### src/rtl/ctrl_pkg.sv
// Shared types and opcode constants for the multi-cycle accumulator control unit.
package ctrl_pkg;

  typedef enum logic [1:0] {
    FETCH  = 2'd0,
    DECODE = 2'd1,
    EXEC   = 2'd2,
    HALT   = 2'd3
  } ctrl_state_e;

  localparam logic [3:0] OP_NOP = 4'b0000;
  localparam logic [3:0] OP_LDA = 4'b0001;
  localparam logic [3:0] OP_ADD = 4'b0010;
  localparam logic [3:0] OP_SKP = 4'b1011;
  localparam logic [3:0] OP_JMP = 4'b1100;
  localparam logic [3:0] OP_JZ  = 4'b1101;
  localparam logic [3:0] OP_STA = 4'b1110;
  localparam logic [3:0] OP_HLT = 4'b1111;

  // Instruction class flags; is_add/is_skip/is_cond refine the main classes.
  typedef struct packed {
    logic is_mem_rd;
    logic is_mem_wr;
    logic is_branch;
    logic is_halt;
    logic is_illegal;
    logic is_add;
    logic is_skip;
    logic is_cond;
  } ctrl_class_t;

endpackage

### src/rtl/control_fsm_if.sv
// Handshake/strobe bundle between the control unit and the datapath/memory side.
interface control_fsm_if #(
  parameter int OPCODE_W = 4,
  parameter int RETIRE_W = 16
);
  logic [OPCODE_W-1:0] opcode;
  logic                mem_ready;
  logic                acc_zero;
  logic                incpc;
  logic                ldacc;
  logic                ldir;
  logic                ldpc;
  logic                rd;
  logic                wr;
  logic                y;
  logic                alu_add;
  logic                halted;
  logic                illegal;
  logic [RETIRE_W-1:0] retired;

  modport master (
    input  opcode, mem_ready, acc_zero,
    output incpc, ldacc, ldir, ldpc, rd, wr, y, alu_add, halted, illegal, retired
  );

  modport slave (
    output opcode, mem_ready, acc_zero,
    input  incpc, ldacc, ldir, ldpc, rd, wr, y, alu_add, halted, illegal, retired
  );
endinterface

### src/rtl/ctrl_decode.sv
// Combinational opcode classifier; any set bit above [3:0] makes the opcode illegal.
module ctrl_decode
  import ctrl_pkg::*;
#(
  parameter int OPCODE_W = 4
) (
  input  logic [OPCODE_W-1:0] op,
  output ctrl_class_t         cls
);
  logic       upper_nz;
  logic [3:0] op_low;

  assign op_low = op[3:0];

  if (OPCODE_W > 4) begin : g_upper
    assign upper_nz = |op[OPCODE_W-1:4];
  end else begin : g_no_upper
    assign upper_nz = 1'b0;
  end

  always_comb begin
    cls = '0;
    if (upper_nz) begin
      cls.is_illegal = 1'b1;
    end else begin
      unique case (op_low)
        OP_NOP: ;
        OP_LDA: cls.is_mem_rd = 1'b1;
        OP_ADD: begin
          cls.is_mem_rd = 1'b1;
          cls.is_add    = 1'b1;
        end
        OP_SKP: cls.is_skip = 1'b1;
        OP_JMP: cls.is_branch = 1'b1;
        OP_JZ: begin
          cls.is_branch = 1'b1;
          cls.is_cond   = 1'b1;
        end
        OP_STA: cls.is_mem_wr = 1'b1;
        OP_HLT: cls.is_halt = 1'b1;
        default: cls.is_illegal = 1'b1;
      endcase
    end
  end
endmodule

### src/rtl/control_fsm.sv
// Fetch/decode/execute sequencer for the accumulator datapath with memory ready handshake.
// Define CTRL_ILLEGAL_TRAP_EN to halt on illegal opcodes; otherwise they execute as NOP.
module control_fsm
  import ctrl_pkg::*;
#(
  parameter int OPCODE_W = 4,
  parameter int RETIRE_W = 16
) (
  input  logic          clk,
  input  logic          rst,
  control_fsm_if.master bus
);
  ctrl_state_e         state_q, state_d;
  logic [OPCODE_W-1:0] op_q, op_d;
  logic                illegal_q, illegal_d;
  logic [RETIRE_W-1:0] retired_q, retired_d;

  ctrl_class_t cls;
  logic        trap;
  logic        exec_done;
  logic        incpc_s, ldacc_s, ldir_s, ldpc_s, rd_s, wr_s, y_s, alu_add_s, halted_s;

  ctrl_decode #(.OPCODE_W(OPCODE_W)) u_decode (
    .op  (op_q),
    .cls (cls)
  );

`ifdef CTRL_ILLEGAL_TRAP_EN
  assign trap = cls.is_illegal;
`else
  assign trap = 1'b0;
`endif

  always_comb begin
    state_d   = state_q;
    op_d      = op_q;
    illegal_d = illegal_q;
    retired_d = retired_q;
    exec_done = 1'b0;
    incpc_s   = 1'b0;
    ldacc_s   = 1'b0;
    ldir_s    = 1'b0;
    ldpc_s    = 1'b0;
    rd_s      = 1'b0;
    wr_s      = 1'b0;
    y_s       = 1'b0;
    alu_add_s = 1'b0;
    halted_s  = 1'b0;

    unique case (state_q)
      FETCH: begin
        rd_s = 1'b1;
        if (bus.mem_ready) begin
          ldir_s  = 1'b1;
          incpc_s = 1'b1;
          state_d = DECODE;
        end
      end
      DECODE: begin
        op_d    = bus.opcode;
        state_d = EXEC;
      end
      EXEC: begin
        exec_done = 1'b1;
        if (cls.is_mem_rd) begin
          rd_s      = 1'b1;
          alu_add_s = cls.is_add;
          ldacc_s   = bus.mem_ready;
          exec_done = bus.mem_ready;
        end else if (cls.is_mem_wr) begin
          wr_s      = 1'b1;
          y_s       = 1'b1;
          exec_done = bus.mem_ready;
        end else if (cls.is_skip) begin
          incpc_s = 1'b1;
        end else if (cls.is_branch) begin
          ldpc_s = cls.is_cond ? bus.acc_zero : 1'b1;
        end
        if (cls.is_illegal) begin
          illegal_d = 1'b1;
        end
        // Every EXEC exit retires, including HLT and trapped illegal opcodes.
        if (exec_done) begin
          retired_d = retired_q + 1'b1;
          state_d   = (cls.is_halt || trap) ? HALT : FETCH;
        end
      end
      HALT: begin
        halted_s = 1'b1;
      end
      default: state_d = FETCH;
    endcase
  end

  always_ff @(posedge clk) begin
    if (rst) begin
      state_q   <= FETCH;
      op_q      <= '0;
      illegal_q <= 1'b0;
      retired_q <= '0;
    end else begin
      state_q   <= state_d;
      op_q      <= op_d;
      illegal_q <= illegal_d;
      retired_q <= retired_d;
    end
  end

  // Reset kills strobes in the same cycle so an in-flight access is abandoned at once.
  assign bus.incpc   = incpc_s   & ~rst;
  assign bus.ldacc   = ldacc_s   & ~rst;
  assign bus.ldir    = ldir_s    & ~rst;
  assign bus.ldpc    = ldpc_s    & ~rst;
  assign bus.rd      = rd_s      & ~rst;
  assign bus.wr      = wr_s      & ~rst;
  assign bus.y       = y_s       & ~rst;
  assign bus.alu_add = alu_add_s & ~rst;
  assign bus.halted  = halted_s  & ~rst;
  assign bus.illegal = illegal_q;
  assign bus.retired = retired_q;
endmodule

### src/flat_wrapper.sv
// flat-port wrapper written by rule: the top's interface ports become plain ports
module control_fsm_flat import ctrl_pkg::*;
#(
  parameter int OPCODE_W = 4,
  parameter int RETIRE_W = 16
)
  (clk, rst, bus_opcode, bus_mem_ready, bus_acc_zero, bus_incpc, bus_ldacc, bus_ldir, bus_ldpc, bus_rd, bus_wr, bus_y, bus_alu_add, bus_halted, bus_illegal, bus_retired);
  control_fsm_if #(.OPCODE_W(OPCODE_W), .RETIRE_W(RETIRE_W)) bus_i ();
  input  logic clk;
  input  logic rst;
  input wire logic [$bits(bus_i.opcode)-1:0] bus_opcode;
  input wire logic [$bits(bus_i.mem_ready)-1:0] bus_mem_ready;
  input wire logic [$bits(bus_i.acc_zero)-1:0] bus_acc_zero;
  output wire logic [$bits(bus_i.incpc)-1:0] bus_incpc;
  output wire logic [$bits(bus_i.ldacc)-1:0] bus_ldacc;
  output wire logic [$bits(bus_i.ldir)-1:0] bus_ldir;
  output wire logic [$bits(bus_i.ldpc)-1:0] bus_ldpc;
  output wire logic [$bits(bus_i.rd)-1:0] bus_rd;
  output wire logic [$bits(bus_i.wr)-1:0] bus_wr;
  output wire logic [$bits(bus_i.y)-1:0] bus_y;
  output wire logic [$bits(bus_i.alu_add)-1:0] bus_alu_add;
  output wire logic [$bits(bus_i.halted)-1:0] bus_halted;
  output wire logic [$bits(bus_i.illegal)-1:0] bus_illegal;
  output wire logic [$bits(bus_i.retired)-1:0] bus_retired;
  assign bus_i.opcode = bus_opcode;
  assign bus_i.mem_ready = bus_mem_ready;
  assign bus_i.acc_zero = bus_acc_zero;
  assign bus_incpc = bus_i.incpc;
  assign bus_ldacc = bus_i.ldacc;
  assign bus_ldir = bus_i.ldir;
  assign bus_ldpc = bus_i.ldpc;
  assign bus_rd = bus_i.rd;
  assign bus_wr = bus_i.wr;
  assign bus_y = bus_i.y;
  assign bus_alu_add = bus_i.alu_add;
  assign bus_halted = bus_i.halted;
  assign bus_illegal = bus_i.illegal;
  assign bus_retired = bus_i.retired;
  control_fsm #(.OPCODE_W(OPCODE_W), .RETIRE_W(RETIRE_W)) u_core (.clk(clk), .rst(rst), .bus(bus_i));
endmodule
### config.mk
export PLATFORM = sky130hd
export DESIGN_NAME = control_fsm_flat
export DESIGN_NICKNAME = d
export VERILOG_FILES = /design/src/rtl/ctrl_pkg.sv /design/src/rtl/control_fsm_if.sv /design/src/rtl/ctrl_decode.sv /design/src/rtl/control_fsm.sv /design/src/flat_wrapper.sv
export SDC_FILE = /design/constraint.sdc
export NUM_CORES = 1
export LEC_CHECK = 0
export BUFFER_PORTS_ARGS = -buffer_cell sky130_fd_sc_hd__buf_2
export CORE_MARGIN = 1.5
export CORE_UTILIZATION = 46
export CTS_CLUSTER_SIZE = 14
export DETAILED_ROUTE_END_ITERATION = 10
export GPL_TIMING_DRIVEN = 0
export PLACE_DENSITY = 0.69
export SLEW_MARGIN = 20
export SYNTH_ARGS = -nofsm -noshare
export SYNTH_HDL_FRONTEND = slang
export SYNTH_SLANG_ARGS = --single-unit
### constraint.sdc
create_clock -name clk -period 2.5 [get_ports clk]
set_input_delay 0 -clock clk [delete_from_list [all_inputs] [get_ports clk]]
set_output_delay 0 -clock clk [all_outputs]
set_load 0.05 [all_outputs]
==> results.ini <==
[placed_design]
port_buffers = 32
place_hpwl_um = 2310
gp_congestion = 0.729
dpl-instance-area_sq_mm = 0.00158
dp.cells = 219
post-place-ws_ns = 0.554

[pwr]
power_density_mw_per_mm2 = 577
pwr-share-comb_pct = 38.4
leakage_nw = 0.670
share_seq_of_total_power_pct = 43.7
ir_drop_mv = 0.367
clkPwrFrac_pct = 18.0
power_switching_mw = 0.360
p_total_mw = 0.951
sw_frac_of_total_pct = 37.8
p_int_mw = 0.592

[routing]
avgRoutedWirePerCell_um = 13.5
drtIter0Drc = 69
drc = 6
dr.pass1.iters = 7
antenna_left = 0
finalWirelength_um = 3060
vias_per_cell = 5.80
num_vias = 1316

[clocking]
tritoncts = built
post-cts-setup-buffers = 0
clock_latency_ns = 0.32
cts.clk_slew.worst_paths_ns = 0.13
clock_path_buffers = 2
htree_levels = 1
cts_made_buffers = 3
cts_root_buf = clkbuf_4
clock_sinks = 23

[logic_synthesis]
syn_inst = 156
synth_async_sr_flop_share_pct = 0
yosys_warnings = 0
syn_area_sq_mm = 0.00138
synth-seq-cells = 23
synthDistinctLibCells = 42
synth_largest_area_cell = dfxtp_1
synthTopCellsByArea = dfxtp_1 33%, a21oi_1 5.8%, ha_1 5.4%
synth.top_cell.area_share_pct = 33.4
syn_avg_cell_area_sq_um = 8.83
yosysMostFrequentCell = dfxtp_1
synthesis.nets = 170
synth_edf_count = 0
synth_commonest_cells = 23 x dfxtp_1, 16 x a21oi_1, 13 x nor2_1
synth.yosys.seq_area_share_pct = 33.4
synthFlopType = dfxtp_1

[outcome]
run_status = complete, but fails checks
violations = design-rule violations

[finish]
utilization_pct = 58.8
nets = 211
diodes = 0
fill_cells = 281
fin_area_sq_mm = 0.00165
fin_cells = 227
drive_gt1_share_pct = 27.6
areaGrowthSynthToFinish_pct = 19.8

[sta]
rsz0062_at_grt = false
max_slew.worst_pin.slew_ns = 0.478
slew-limit-headroom_pct = 68.1
drv_slew = 0
finalSetupViolCount = 0
period_minus_slack_ns = 2.00
setup_total_negative_slack_ns = 0
hold_violations = 0
timing.hold.ws_ns = 0.0785
setup_ws_ns = 0.497
layout_worst_path_cycle_share_pct = 80.1
fmax_mhz = 499
skew_ns = 0.0126

[critical_path]
crit_type = reg2out
worstSetupStartpointType = register
cp_slowest_cell = dfxtp_1
worstPathCellList = inv_1 -> ha_1 -> nor2b_1 -> nand3_1 -> nor2_1 -> buf_4 -> buf_2
end_kind = primary output
rrSetupSlack_ns = 0.53
critPathRequiredTime_ns = 2.50
cp.arrival_ns = 2.00
reg2reg_depth = 7
slowest_delay_ns = 0.36
regToRegEndpoint = u_core.bus.retired[12]$_SDFFE_PP0P_
crit_path_max_fanout = 8
reg2reg_from = u_core.state_q[0]$_SDFFE_PP0P_

[min_path]
hold_path_depth = 2
min_from = rst
hp-class = in2reg
min_to = u_core.bus.retired[5]$_SDFFE_PP0P_

[grt]
grt_usage_pct = 19.3
grt_max_degree = 14
grt-ovfl-total = 0
antenna_found_initial = 0
first_global_vias = 1132
grt_pass1_wl_um = 5110

[floorplanning]
dieArea_sq_mm = 0.00333
die_h_um = 57.7
num_rows = 19
fp.dieW_um = 57.7
io_pins = 34
coreArea_sq_mm = 0.00281
start_util_pct = 49.1

[flow_run]
maxCapViolCount = 0

==> power groups by stage <==
stage | Sequential (mW) | Combinational [mW] | Clock (mW)
floorplan | 0.429 | 0.287 | 0
global placement | 0.423 | 0.351 | 0
detailed placement | 0.424 | 0.361 | 0
CTS | 0.416 | 0.367 | 0.178
global route | 0.420 | 0.401 | 0.194
finish | 0.415 | 0.365 | 0.171
==> state kept, by name (all words and copies together), names as in the netlist <==
name,count
u_core.state_q,2
u_core.bus.illegal,1
u_core.bus.retired,16
u_core.op_q,4
==> worst max path at each step <==
stage               slack, ns  depth (start not counted)                            from                             endpoint
floorplan                0.21                          5  u_core.state_q[0]$_SDFFE_PP0P_                            bus_incpc
global placement         0.58                          7  u_core.state_q[0]$_SDFFE_PP0P_  u_core.bus.retired[12]$_SDFFE_PP0P_
detailed placement       0.55                          7  u_core.state_q[0]$_SDFFE_PP0P_  u_core.bus.retired[12]$_SDFFE_PP0P_
CTS                      0.47                          7  u_core.state_q[0]$_SDFFE_PP0P_                                bus_y
global route             0.32                          7  u_core.state_q[0]$_SDFFE_PP0P_                                bus_y
finish                   0.50                          7  u_core.state_q[0]$_SDFFE_PP0P_                                bus_y
==> cells in the final DEF, fill, tap and decap left out, types with 6 or more instances in the layout <==
cell type / Yosys / routed
buf_2: 2 / 34
a21oi_1: 16 / 16
nand3_1: 9 / 9
ha_1: 6 / 6
inv_1: 7 / 7
dfxtp_1: 23 / 23
nor2_1: 13 / 13
nand2_1: 6 / 6
or4_1: 9 / 9
o31ai_1: 9 / 9
==> what timing repair did <==
action / 4_1_cts / 5_1_grt
endpoints found under the hold margin: 4 / 0
resized for setup: 0 / 0
hold buffers: 4 / 0
==> kinds of logic (layout without fill, tap and decap cells) <==
group | Yosys count | after routing | share of synthesized area, %
and+or+nand+nor | 59 | 59 | 24.9
AOI/OAI and AO/OA | 39 | 39 | 20.0
DFF | 23 | 23 | 33.4
buffers and inverters | 19 | 59 | 8.08
adders and majority gates | 6 | 6 | 5.45
xor gates and xnor gates | 5 | 5 | 4.54
muxes | 5 | 5 | 3.63
==> critical path, delay by kind of cell, from the launching register on <==
family / cells / cell delay, ns
adder cells (fa/ha/maj): 1 / 0.36
AND/OR/NAND/NOR: 3 / 0.48
flip-flops: 1 / 0.36
buffers and inverters: 3 / 0.48
==> per-layer routing <==
layer | track usage, % | part of all wire, % | vias up
li1 | - | - | 653
met2 | 31.7 | 51 | 41
met5 | 0 | 0 | -
met4 | 2.99 | 0.46 | 0
met1 | 26.2 | 43 | 619
met3 | 4.69 | 5.4 | 3
==> cell type report <==
class	instances	area (sq um)	share of cell area, %
buffer	12	85.1	5.16
clock buffer	3	22.5	1.36
clock inverter	1	5.00	0.303
inverter	7	26.3	1.59
multi-input combinational	114	812	49.2
sequential	23	460	27.9
tap	31	38.8	2.35
timing repair buffer	36	200	12.1
No activity file was read; power rests on OpenSTA's default activity.
